[config.mk]
export PLATFORM = sky130hd
export DESIGN_NAME = scram_tx_datapath
export DESIGN_NICKNAME = d
export VERILOG_FILES = /design/src/rtl/scram_tx_datapath_pkg.sv /design/src/rtl/scram_tx_datapath.sv
export SDC_FILE = /design/constraint.sdc
export NUM_CORES = 1
export LEC_CHECK = 0
export CORE_UTILIZATION = 35
export CTS_BUF_LIST = sky130_fd_sc_hd__clkbuf_4 sky130_fd_sc_hd__clkbuf_8
export DETAILED_ROUTE_END_ITERATION = 10
export PLACE_DENSITY = 0.7
export SYNTH_ARGS = -nofsm -noshare
export SYNTH_HDL_FRONTEND = slang
export SYNTH_SLANG_ARGS = --single-unit
[constraint.sdc]
create_clock -name clk -period 4.7 [get_ports clk]
set_input_delay 0.47 -clock clk [delete_from_list [all_inputs] [get_ports clk]]
set_output_delay 0.47 -clock clk [all_outputs]
set_load 0.01 [all_outputs]
[src/rtl/scram_tx_datapath_pkg.sv]
// Shared types and constants for the transmit scrambler datapath.
package scram_tx_datapath_pkg;

  localparam int SCRAM_W = 16;
  localparam logic [SCRAM_W-1:0] SCRAM_SEED = 16'hFFFF;

  typedef enum logic [1:0] {
    SEED = 2'd0,
    FILL = 2'd1,
    RUN  = 2'd2
  } state_e;

endpackage

[src/rtl/scram_tx_datapath.sv]
// Transmit scrambler: XORs each accepted word with one LFSR keystream word,
// reseeding the keystream at every start-of-frame.
module scram_tx_datapath
  import scram_tx_datapath_pkg::*;
#(
  parameter int WIDTH         = SCRAM_W,
  parameter bit SEED_ON_RESET = 1'b1
) (
  input  logic             clk,
  input  logic             rst_n,
  input  logic             cfg_bypass,
  input  logic             in_valid,
  output logic             in_ready,
  input  logic [WIDTH-1:0] in_data,
  input  logic             in_sof,
  output logic             out_valid,
  input  logic             out_ready,
  output logic [WIDTH-1:0] out_data,
  output logic             out_sof,
  output logic             key_seed_n,
  output logic             key_req,
  input  logic [WIDTH-1:0] key_in
);

  localparam state_e RESET_STATE = SEED_ON_RESET ? SEED : RUN;

  state_e             state_r;
  state_e             state_nxt_s;
  logic [WIDTH-1:0]   key_reg_r;
  logic               key_vld_r;
  logic               key_pend_r;
  logic               fresh_r;
  logic [WIDTH-1:0]   cur_key_s;
  logic               key_avail_s;
  logic               ready_s;
  logic               accept_s;
  logic               reseed_s;

  // Next-state, handshake and LFSR control decode.
  always_comb begin
    key_seed_n  = 1'b1;
    key_req     = 1'b0;
    ready_s     = 1'b0;
    accept_s    = 1'b0;
    reseed_s    = 1'b0;
    state_nxt_s = state_r;
    // key_in is only meaningful the cycle after a request; otherwise use the held copy
    cur_key_s   = key_pend_r ? key_in : key_reg_r;
    key_avail_s = key_pend_r | key_vld_r;
    case (state_r)
      SEED: begin
        key_seed_n  = 1'b0;
        state_nxt_s = FILL;
      end
      FILL: begin
        key_req     = 1'b1;
        state_nxt_s = RUN;
      end
      RUN: begin
        ready_s  = key_avail_s & (~out_valid | out_ready) & ~(in_sof & ~fresh_r);
        accept_s = in_valid & ready_s;
        reseed_s = in_valid & in_sof & ~fresh_r;
        key_req  = accept_s;
        if (reseed_s) begin
          state_nxt_s = SEED;
        end else begin
          state_nxt_s = RUN;
        end
      end
      default: begin
        state_nxt_s = RESET_STATE;
      end
    endcase
    in_ready = ready_s;
  end

  // State and keystream prefetch registers.
  always_ff @(posedge clk or negedge rst_n) begin
    if (!rst_n) begin
      state_r    <= RESET_STATE;
      key_reg_r  <= '0;
      key_vld_r  <= 1'b0;
      key_pend_r <= 1'b0;
      fresh_r    <= 1'b0;
    end else begin
      state_r <= state_nxt_s;
      if (state_r == FILL) begin
        key_pend_r <= 1'b1;
        key_vld_r  <= 1'b0;
        fresh_r    <= 1'b1;
      end else if (reseed_s) begin
        key_pend_r <= 1'b0;
        key_vld_r  <= 1'b0;
      end else if (accept_s) begin
        key_pend_r <= 1'b1;
        key_vld_r  <= 1'b0;
        fresh_r    <= 1'b0;
      end else if ((state_r == RUN) && key_pend_r) begin
        key_reg_r  <= key_in;
        key_vld_r  <= 1'b1;
        key_pend_r <= 1'b0;
      end else begin
        key_pend_r <= key_pend_r;
      end
    end
  end

  // Output register with valid/ready hold.
  always_ff @(posedge clk or negedge rst_n) begin
    if (!rst_n) begin
      out_valid <= 1'b0;
      out_data  <= '0;
      out_sof   <= 1'b0;
    end else if (accept_s) begin
      out_valid <= 1'b1;
      out_data  <= cfg_bypass ? in_data : (in_data ^ cur_key_s);
      out_sof   <= in_sof;
    end else if (out_ready) begin
      out_valid <= 1'b0;
    end else begin
      out_valid <= out_valid;
    end
  end

endmodule

# Word-level counts from Yosys, hierarchy flattened
# Cells that the tools add are included.
# totals
output_inout_bits	21
reg_bits	39
inputBits	38
elab_cells	55
# op_classes
reduce_logical	7
bitwise	15
mux	22
eq_ne	3
# ops
operator	n
$mux W16	2
$mux W1	17
$xor A16 B16 Y16	1
$and A1 B1 Y1	6
$not A1 Y1	6
$pmux W2 S3	1
$reduce_and A4 Y1	1
$reduce_bool A2 Y1	2
$reduce_bool A4 Y1	1
$eq A2 B1 Y1 const B	1
$eq A2 B2 Y1 const B	1
$logic_not A2 Y1	1
$mux W2	1
$ne A2 B1 Y1 const B	1
$or A1 B1 Y1	2
$pmux W1 S2	1
$reduce_and A2 Y1	1
$logic_and A1 B1 Y1	1

# Longest topological paths before layout
# logic_depth
depth_word	9
depth_mapped	8
depth_no_buf	5

# Worst setup path before layout
# OpenSTA, ideal clock, no wires.
# synth_path
path_kind	input to output
start	in out_ready
end	out in_ready
required_time_ns	4.230
path_slack_ns	2.747
path_buffers	2
t_arrival_ns	1.483
stages	5
cell_sequence	nand2b_1 > clkbuf_1 > buf_1 > nand3_1 > nor2_1
# synth_via
elab_chain_cells	4
# synth_rtl
item	line_no	rtl
from (decl)	scram_tx_datapath.sv:17	input logic out_ready,
$or A1 B1 Y1	scram_tx_datapath.sv:60	ready_s = key_avail_s & (~out_valid | out_ready) & ~(in_sof & ~fresh_r);
$and A1 B1 Y1 (2 in series)	scram_tx_datapath.sv:60	
$mux W1	scram_tx_datapath.sv:50	case (state_r)
to (decl)	scram_tx_datapath.sv:13	output logic in_ready,
# Every way passes these cells.

# Worst setup path in the final report
# layout_path
start	reg key_pend_r
end	out key_req
# layout_via
elab_chain_cells	5
# layout_rtl
item	line_no	rtl
from (decl)	scram_tx_datapath.sv:31	logic key_pend_r;
from (signal assigned)	scram_tx_datapath.sv:103	key_pend_r <= key_pend_r;
$or A1 B1 Y1	scram_tx_datapath.sv:49	key_avail_s = key_pend_r | key_vld_r;
$and A1 B1 Y1 (2 in series)	scram_tx_datapath.sv:60	
$and A1 B1 Y1	scram_tx_datapath.sv:61	accept_s = in_valid & ready_s;
$pmux W1 S2	scram_tx_datapath.sv:50	
to (decl)	scram_tx_datapath.sv:21	output logic key_req,
# Every way passes these cells.

==> out/results.ini <==
[drt]
vias_per_cell=5.31
drc=0
routed-via-count=1608
dr.pass1.iters=4
ant_nets=0
routed_wl_mm=4.81
drtIter0Drc=175
wire_per_inst_um=15.9

[power]
pwr-share-clk_pct=17.0
leakage_nw=1.15
netSwitchingFraction_pct=33.9
pwr-share-comb_pct=45.6
p_sw_uw=579
intPower_mw=1.13
vdd_drop_max_v=0.000290
seq_power_share_pct=37.4
power.density_nw_per_um2=610

[worst_setup_path]
cp.arrival_ns=3.10
rr_startpoint=key_pend_r$_DFFE_PN0P_
rr_endpoint=key_reg_r[6]$_DFFE_PN0P_
crit_path_end_kind=output port
crit_required_ns=4.23
crit_family=flip-flops
slowest_delay_ns=1.04
r2r_slack_ns=1.77
cp_max_fo=21
cp-start-kind=register
path_class=reg2out
critical_path_buf_inv_count=1
reg2reg_depth=3
cpMaxStageDelayCell=dfrtp_1
path_cells=or2_4, and4_1, o21a_1, clkdlybuf4s50_1

[global_routing]
antenna_found_initial=0
overflow=0
grt_pass1_vias=1569
grt_pass1_wl_mm=7.85
grt_usage_pct=16.7
grt_max_degree=40

[clock_tree]
clock_path_buffers=2
path_clk_slew_ns=0.08
htree_num_levels=2
numCtsBuffers=5
clock_latency_ns=0.29
cts_setup_buffers=0
cts_tree=yes
cts_root_buffer=clkbuf_8
cts_sinks=39
cts_hold_buf=0
post_cts_resized=0

[sta]
finalSetupViolCount=0
rsz0062_at_grt=false
slew_headroom_pct=19.4
clock.fmax_ghz=0.280
period_share_pct=76.0
maxSlewViolCount=0
final-hold-violation-count=0
tightest_slew_ns=1.21
layout_min_cycle_time_ns=3.57
worst_slack_ns=1.13
final.setup.tns_ns=0
fin_skew_ns=0.00555

[placed_design]
place_congestion=0.792
dpl.hpwl_mm=3.53
dp_slack_ns=1.28
io_buffers=58

[finish]
drive_gt1_share_pct=13.0
most-common-layout-cells=clkdlybuf4s50_1 (57), dfrtp_1 (39)
nets=272
final_common_cell=clkdlybuf4s50_1
syn2layout_area_growth_pct=34.1
antenna_cells=0
fill_cells=508

[synth]
synth_cells=180
synth.distinct_cells=34
syn_area_per_cell_um2=11.6
synth_ff_type=dfrtp_1
yosys_warnings=0
async_reset_ff_share_pct=100
synth.largest_area_cell=dfrtp_1
yosys.area.top_type_share_pct=46.8
synthTopCellsByArea=dfrtp_1 (47%), mux2i_1 (7.7%), mux2_4 (7.2%)
synth-seq-area-share_pct=46.8
netlist_area_um2=2090
synth_nets=222
ys_ff_latch=39
synth_edf_count=0

[floorplanning]
start_util_pct=37.0
fp.dieH_um=79.2
num_rows=27
die_w_um=79.2
core_area_um2=5640
fp.dieArea_um2=6280
ios=59

[outcome]
status=finished, final reports clean

[min_path]
hp-class=in2async

[job]
drv_cap=0

## area by class of cell
| cell class | instances | area [um2] | share of cell area [%] |
|---|---|---|---|
| Timing Repair Buffer | 59 | 583 | 20.8 |
| Multi-Input combinational cell | 121 | 1020 | 36.3 |
| Tap cell | 72 | 90.1 | 3.22 |
| Clock buffer | 6 | 82.6 | 2.95 |
| Inverter | 4 | 15.0 | 0.536 |
| Clock inverter | 2 | 35.0 | 1.25 |
| Sequential cell | 39 | 976 | 34.9 |
## worst max path at each step
stage                            from       end  slack (ns)  cells past startpoint
5_1_grt          state_r[0]$_DFF_PN0_   key_req        0.94                      6
4_1_cts        key_pend_r$_DFFE_PN0P_   key_req        1.09                      4
2_1_floorplan               out_ready  in_ready        2.75                      5
3_3_place_gp                 in_valid   key_req        1.36                      5
6_report       key_pend_r$_DFFE_PN0P_   key_req        1.13                      4
3_5_place_dp                 in_valid   key_req        1.28                      5
## metrics by stage
step	hold WS, ns	cell area [um2]	instances	power, mW	utilization [%]
2_1_floorplan	0.174	2090	180	1.11	-
3_3_place_gp	0.466	2680	295	1.41	47.5
3_5_place_dp	0.479	2680	295	1.43	47.5
4_1_cts	0.315	2800	303	1.73	49.6
5_1_grt	0.352	2800	303	1.83	49.6
6_report	0.280	2800	303	1.71	49.6
## sequential cells by signal (all words and copies together) (netlist names)
name and flops:
state_r 2, fresh_r 1, out_valid 1, key_reg_r 16, out_data 16, key_vld_r 1, key_pend_r 1, out_sof 1
## power by group through the flow
stage	Clock, mW	Sequential, mW	Combinational (mW)
floorplan	0	0.617	0.491
global placement	0	0.640	0.766
detailed placement	0	0.646	0.784
CTS	0.299	0.640	0.788
global route	0.317	0.658	0.852
finish	0.291	0.638	0.778
## per-layer routing
layer	global-route usage (%)	share of wire, %
met5	0	0
met4	6.91	1.6
met3	3.33	3.6
met2	24.9	47
met1	23.5	48
## synth_stat cells, drive strengths merged (2+ instances only)
master,count
dfrtp,39
mux2,17
a31oi,16
a41oi,16
mux2i,16
o21ai,16
or3,16
buf,9
clkbuf,7
ha,4
inv,4
nand2,2
nand2b,2
## cells by family after synthesis
family / Yosys count / synth area share, %
muxes: 33 / 18.6
adders and majority gates: 4 / 2.40
AOI/OAI and AO/OA: 56 / 19.1
DFF: 39 / 46.8
and+or+nand+nor: 28 / 8.57
buffers and inverters: 20 / 4.50
Power figures use the tool's default switching activity.
